`src/rtl/systolic_array_pkg.sv`:
```
// Shared types and sizing for the systolic array output path.
// Holds the writeback FSM encoding and the default element/address widths.
package systolic_array_pkg;

    localparam int SA_TILE_DIM   = 2;
    localparam int SA_DATA_WIDTH = 8;
    localparam int SA_ADDR_WIDTH = 16;

    localparam int WB_IDLE_B  = 0;
    localparam int WB_RUN_B   = 1;
    localparam int WB_DRAIN_B = 2;
    localparam int WB_DONE_B  = 3;

    typedef enum logic [3:0] {
        WB_IDLE  = 4'b0001,
        WB_RUN   = 4'b0010,
        WB_DRAIN = 4'b0100,
        WB_DONE  = 4'b1000
    } writeback_state_t;

    localparam int WB_ELEMS = SA_TILE_DIM * SA_TILE_DIM;

    function automatic int wb_elems(input int tile_dim);
        return tile_dim * tile_dim;
    endfunction

endpackage

```
`src/rtl/acc_bias_saturate.sv`:
```
// Adds a sign-extended bias to a double-width accumulator and clamps
// the sum into the signed DATA_WIDTH output range.
module acc_bias_saturate #(
    parameter int DATA_WIDTH = 8
) (
    input  logic signed [2*DATA_WIDTH-1:0] acc,
    input  logic signed [DATA_WIDTH-1:0]   bias,
    output logic signed [DATA_WIDTH-1:0]   result
);

    localparam int SUM_W = 2*DATA_WIDTH + 1;

    localparam logic signed [DATA_WIDTH-1:0] OUT_MAX = {1'b0, {(DATA_WIDTH-1){1'b1}}};
    localparam logic signed [DATA_WIDTH-1:0] OUT_MIN = {1'b1, {(DATA_WIDTH-1){1'b0}}};
    localparam logic signed [SUM_W-1:0] SUM_MAX = {{(SUM_W-DATA_WIDTH){1'b0}}, OUT_MAX};
    localparam logic signed [SUM_W-1:0] SUM_MIN = {{(SUM_W-DATA_WIDTH){1'b1}}, OUT_MIN};

    function automatic logic signed [DATA_WIDTH-1:0] sat_clamp(input logic signed [SUM_W-1:0] s);
        if (s > SUM_MAX) begin
            return OUT_MAX;
        end else if (s < SUM_MIN) begin
            return OUT_MIN;
        end else begin
            return s[DATA_WIDTH-1:0];
        end
    endfunction

    logic signed [SUM_W-1:0] sum;

    // One guard bit above the accumulator keeps the add from wrapping.
    assign sum    = {acc[2*DATA_WIDTH-1], acc} + {{(DATA_WIDTH+1){bias[DATA_WIDTH-1]}}, bias};
    assign result = sat_clamp(sum);

endmodule

```
`src/rtl/sa_tile_writeback.sv`:
```
// Tile writeback: walks a finished accumulator tile row-major, reads the
// per-column bias, saturates and writes each in-range element to output RAM.
module sa_tile_writeback
    import systolic_array_pkg::*;
#(
    parameter int TILE_DIM   = SA_TILE_DIM,
    parameter int DATA_WIDTH = SA_DATA_WIDTH,
    parameter int ADDR_WIDTH = SA_ADDR_WIDTH
) (
    input  logic                                  clk,
    input  logic                                  rst,
    input  logic                                  start,
    input  logic [TILE_DIM*TILE_DIM*2*DATA_WIDTH-1:0] out_tile,
    input  logic [31:0]                           blk_row_idx,
    input  logic [31:0]                           blk_col_idx,
    input  logic [31:0]                           nrows,
    input  logic [31:0]                           ncols,
    input  logic [ADDR_WIDTH-1:0]                 out_base,
    input  logic                                  bias_enable,
    output logic [ADDR_WIDTH-1:0]                 bias_addr,
    output logic                                  bias_en,
    input  logic signed [DATA_WIDTH-1:0]          bias_rdata,
    output logic [ADDR_WIDTH-1:0]                 out_addr,
    output logic                                  out_en,
    output logic signed [DATA_WIDTH-1:0]          out_wdata,
    output logic                                  busy,
    output logic                                  done
);

    localparam int ELEMS = wb_elems(TILE_DIM);
    localparam int ACC_W = 2 * DATA_WIDTH;
    localparam int CNT_W = (ELEMS > 1) ? $clog2(ELEMS) : 1;
    localparam logic [CNT_W-1:0] LAST_CNT = CNT_W'(ELEMS - 1);

    writeback_state_t state, state_nxt;
    logic [CNT_W-1:0] elem_cnt;
    logic             run;
    logic             start_ok;

    logic [ELEMS*ACC_W-1:0] tile_q;
    logic [31:0]            blk_row_q, blk_col_q, nrows_q, ncols_q;
    logic [ADDR_WIDTH-1:0]  base_q;
    logic                   bias_on_q;

    assign run      = state[WB_RUN_B];
    assign start_ok = start && state[WB_IDLE_B];

    always_ff @(posedge clk) begin
        if (rst) begin
            state <= WB_IDLE;
        end else begin
            state <= state_nxt;
        end
    end

    always_comb begin
        state_nxt = state;
        busy      = 1'b0;
        done      = 1'b0;
        case (state)
            WB_IDLE: begin
                if (start) state_nxt = WB_RUN;
            end
            WB_RUN: begin
                busy = 1'b1;
                if (elem_cnt == LAST_CNT) state_nxt = WB_DRAIN;
            end
            WB_DRAIN: begin
                busy      = 1'b1;
                state_nxt = WB_DONE;
            end
            WB_DONE: begin
                busy      = 1'b1;
                done      = 1'b1;
                state_nxt = WB_IDLE;
            end
            default: state_nxt = WB_IDLE;
        endcase
    end

    always_ff @(posedge clk) begin
        if (rst) begin
            elem_cnt <= '0;
        end else if (run && elem_cnt != LAST_CNT) begin
            elem_cnt <= elem_cnt + 1'b1;
        end else begin
            elem_cnt <= '0;
        end
    end

    // Snapshot the tile context so the controller may move on immediately.
    always_ff @(posedge clk) begin
        if (start_ok) begin
            tile_q    <= out_tile;
            blk_row_q <= blk_row_idx;
            blk_col_q <= blk_col_idx;
            nrows_q   <= nrows;
            ncols_q   <= ncols;
            base_q    <= out_base;
            bias_on_q <= bias_enable;
        end
    end

    // ---- stage p0: element coordinates, address and bias read ----
    logic [31:0]             cnt_ext, r_idx, c_idx, gr, gc;
    logic                    vld_p0;
    logic [ADDR_WIDTH-1:0]   addr_p0;
    logic signed [ACC_W-1:0] acc_p0;

    assign cnt_ext = 32'(elem_cnt);
    assign r_idx   = cnt_ext / 32'(TILE_DIM);
    assign c_idx   = cnt_ext % 32'(TILE_DIM);
    assign gr      = blk_row_q * 32'(TILE_DIM) + r_idx;
    assign gc      = blk_col_q * 32'(TILE_DIM) + c_idx;
    assign vld_p0  = run && (gr < nrows_q) && (gc < ncols_q);
    assign addr_p0 = base_q + ADDR_WIDTH'(gr * ncols_q) + ADDR_WIDTH'(gc);
    assign acc_p0  = $signed(tile_q[cnt_ext*ACC_W +: ACC_W]);

    assign bias_en   = vld_p0 && bias_on_q;
    assign bias_addr = bias_en ? ADDR_WIDTH'(gc) : '0;

    // ---- stage p1: bias arrives, add/saturate, write ----
    logic                    vld_p1, bias_on_p1;
    logic [ADDR_WIDTH-1:0]   addr_p1;
    logic signed [ACC_W-1:0] acc_p1;
    logic signed [DATA_WIDTH-1:0] bias_term_p1, sat_p1;

    always_ff @(posedge clk) begin
        if (rst) begin
            vld_p1     <= 1'b0;
            bias_on_p1 <= 1'b0;
        end else begin
            vld_p1     <= vld_p0;
            bias_on_p1 <= bias_en;
        end
    end

    always_ff @(posedge clk) begin
        acc_p1  <= acc_p0;
        addr_p1 <= addr_p0;
    end

    assign bias_term_p1 = bias_on_p1 ? bias_rdata : '0;

    acc_bias_saturate #(
        .DATA_WIDTH(DATA_WIDTH)
    ) u_sat (
        .acc   (acc_p1),
        .bias  (bias_term_p1),
        .result(sat_p1)
    );

    assign out_en    = vld_p1;
    assign out_addr  = vld_p1 ? addr_p1 : '0;
    assign out_wdata = vld_p1 ? sat_p1 : '0;

endmodule

```
`config.mk`:
```
export PLATFORM = sky130hd
export DESIGN_NAME = sa_tile_writeback
export DESIGN_NICKNAME = d
export VERILOG_FILES = /design/src/rtl/systolic_array_pkg.sv /design/src/rtl/acc_bias_saturate.sv /design/src/rtl/sa_tile_writeback.sv
export SDC_FILE = /design/constraint.sdc
export NUM_CORES = 1
export LEC_CHECK = 0
export ABC_CLOCK_PERIOD_IN_PS = 7700
export CAP_MARGIN = 20
export CORE_ASPECT_RATIO = 1.4
export CORE_UTILIZATION = 35
export CTS_BUF_LIST = sky130_fd_sc_hd__clkbuf_8
export DETAILED_ROUTE_END_ITERATION = 16
export SYNTH_ARGS = -nofsm -noshare
export SYNTH_HDL_FRONTEND = slang
export SYNTH_SLANG_ARGS = --single-unit
```
`constraint.sdc`:
```
create_clock -name clk -period 7.7 [get_ports clk]
set_input_delay 1.155 -clock clk [delete_from_list [all_inputs] [get_ports clk]]
set_output_delay 1.155 -clock clk [all_outputs]
set_load 0.02 [all_outputs]
```
==> results.md <==
* Status: complete, no violations
* Multi-input combinational cell area at between 7000 and 8000 sq um
* Io pins at around 260
* Top_reg_cell synth: edfxtp_1
* Final Skew at between 40 and 50 ps
* CTS tree: yes
* First-pass GRT wire length at 55.9 mm
* Share of the synthesized area in the top cell type at between 40% and 50%
* Vias in the first global route at around 11000
* Cell chain of the critical path: clkdlybuf4s50_1 > and2_1 > ha_1 > fa_1 > a211oi_2 > o21ai_0 > a211oi_2 > a21oi_2 > mux2_4 > or4_4 > o41ai_4 > o41ai_1 > clkdlybuf4s50_1
* Post-Syn Nets at roughly 1700
* Post-place setup slack at ~1200 ps
* Die width at roughly 180 microns
* Delay-heaviest family, CP: compound AO/OA/AOI/OAI gates
* CTS Root Cell: clkbuf_8
* Post-DP HPWL at 28.3 mm
* Hold Slack at around 500 ps
* Pleak at about 8.0 nW
* Final ANT Viol Nets at 0
* Reg area at between 7000 and 8000 sq um
* Cell variety after synth at 53
* DIE AREA at ~44000 sq um
* Clock slew at reported path FFs at ~60 ps
* Endpoints failing setup at 0
* Mapped Avg Cell Area at 12.3 sq um
* Initial antenna violation count at 7
* Biggest area consumer among synthesized cells: edfxtp_1
* GP Congestion at just over 0.8
* Clock Latency Late Sink at ~570 ps
* PwrDens at 274 nW/um^2
* Post-CTS Setup Bufs at 0
* Setup CP Type: in -> out
* Peak per-stage delay on the critical path at about 570 ps
* Met2 WL at slightly below 20 mm
* Worst Setup Slack, final at roughly 1200 ps
* Crit-path max FO at 7
* Largest net degree at the start of global routing at around 140
* Sink Count at 247
* M1 wire length at ~14 mm
* Setup TNS at 0 ps
* CP endpoint kind: primary output
* Top sig layer: met5
* CTS Hold Bufs at 0
* Worst-Margin Slew at ~1000 ps
* Overall Global Routing Usage at between 10% and 20%
* Post_cts resized at 0
* Required @ worst endpoint at 6550 ps
* Post-Syn Instances at roughly 1200
* RSZ-0062 raised after global routing: false
* Critical path startpoint category: input pin
* DRC at 0
* Final Hold Fails at 0
* Max capacitance violation total at 0
* Area of the mapped netlist at 15000 sq um
* Max Clock Freq at between 150 and 200 MHz
* Worst EP arrival at between 5000 and 6000 ps
* Clock buffer depth at 3
* Routed WL per cell at between 15 and 20 microns
* Top cells by area, synth: edfxtp_1 41%, fa_1 15%, ha_1 11%
* Number of synthesized flops with an enable pin at between 200 and 250
* Rel. slew slack at between 30% and 40%
* Num CTS Buffers at 42
* Buf/Inv on CP at 2
* Layout cells sized above 1 at roughly 5.5%
* Tcrit/Tclk final at 84.1%
* Total wire length at about 36 mm
* Via count at a little under 10000
* Post-synth ARST share at 0%
* Core region area at around 42000 sq um
* Sequential area share after synthesis at a little under half
* Worst-case vdd ir drop at around 290 uV
* Die extent in y at 247 microns
* Vias per cell at approximately 4.7
* Synth Register Bits at approximately 250
* # fillers at just under 4000
* Nets@finish at 1966
* DR iter-0 viols at 420
* Slowest CP cell: clkdlybuf4s50_1
* P&R area growth vs syn at 27.4%
* TritonRoute pass-1 iters at 4
* Row Count at between 80 and 90
* Grt total ovfl at 0
* Synth Warn # at 0
* PortBufs at about 260
* CTS H-Tree Depth at 2
* Final Critical Period at around 6500 ps
* WL met3 at 2.14 mm
* Max Transition Viols Final at 0
* Initial Util at 35.5%
* Final core occ at a little under half
* Total power at 0.00523 W
* Hold crit path type: reg -> reg
area by class of cell:
cell class / instances / share of cell area [%]
antenna: 3 / 0.0393
clock buffer: 47 / 3.39
clock inverter: 30 / 1.07
inverter: 221 / 4.38
multi-input combinational: 728 / 36.9
sequential: 247 / 36.7
tap: 546 / 3.58
timing repair buffer: 267 / 13.9
worst paths after layout:
kind                               startpoint      endpoint  slack, ps  depth (start not counted)
worst min-delay path                 state[3]      state[1]        500                          1
worst min register to register       state[3]      state[1]        500                          1
worst max register to register     ncols_q[3]   addr_p1[14]       2160                         19
worst max-delay path            bias_rdata[0]  out_wdata[4]       1220                         13
cell families after synthesis:
kind of cell,Yosys count,synth area share (%)
flops,247,46.8
buf+inv,249,6.25
simple gates,285,9.90
compound gates,132,5.96
fa+ha+maj,239,25.4
mux,18,2.57
xor+xnor,54,3.15
cells in the mapped netlist, types with 16 or more instances:
library cell / count
a21oi_1: 35
inv_1: 221
xnor2_1: 44
a21o_1: 19
and2_1: 100
ha_1: 130
dfxtp_1: 40
nor2_1: 30
edfxtp_1: 207
o21ai_0: 23
fa_1: 109
nor3_1: 18
nand2_1: 89
clkbuf_1: 26
mux4_2: 16
sequential cells by signal, indices dropped and copies added, names as in the netlist:
name / flops
bias_on_q: 1
state: 4
acc_p1: 16
base_q: 16
tile_q: 64
addr_p1: 16
blk_col_q: 31
ncols_q: 32
bias_on_p1: 1
blk_row_q: 31
nrows_q: 32
elem_cnt: 2
out_en: 1
worst register-to-register path, cell delays in order (launching register included):
cell and delay [ps]:
edfxtp_1 680, and2_1 290, fa_1 540, inv_1 50, fa_1 480, inv_1 50, fa_1 500, inv_1 50
fa_1 490, inv_1 60, fa_1 530, inv_1 50, fa_1 520, inv_1 40, ha_1 380, nand3_1 100
a21oi_1 210, nor2_1 80, a21oi_1 160, xor2_1 160
cell usage in the layout, fill, tap and decap left out, types with 10 or more instances in the layout:
| cell | count |
|---|---|
| xor2_1 | 10 |
| nand4_1 | 10 |
| inv_1 | 236 |
| a21oi_1 | 35 |
| dfxtp_1 | 40 |
| clkdlybuf4s50_1 | 261 |
| clkbuf_8 | 47 |
| o21ai_0 | 23 |
| nand2_1 | 89 |
| ha_1 | 130 |
| mux4_2 | 16 |
| xnor2_1 | 44 |
| nor2b_1 | 11 |
| edfxtp_1 | 207 |
| nor2_1 | 30 |
| a21o_1 | 19 |
| nor3_1 | 18 |
| fa_1 | 109 |
| and2_1 | 100 |
power by group:
group | leakage [nW] | total (W) | internal [W] | switching, W
Clock | 0.491 | 0.00120 | 0.000662 | 0.000540
Combinational | 5.18 | 0.00234 | 0.00112 | 0.00121
Sequential | 2.33 | 0.00169 | 0.00162 | 0.0000693
routing by layer:
metal / up-vias / global-route usage [%]
met5: - / 0
met4: 10 / 5.98
met3: 75 / 3.64
met2: 270 / 31.0
met1: 4690 / 19.1
li1: 4683 / -
per-stage QoR:
stage	cell area [sq um]	cells
6_report	19100	2089
3_5_place_dp	18200	2009
2_1_floorplan	15000	1224
4_1_cts	19100	2086
5_1_grt	19100	2088
3_3_place_gp	18200	2009
(Power assumes the default switching activity.)
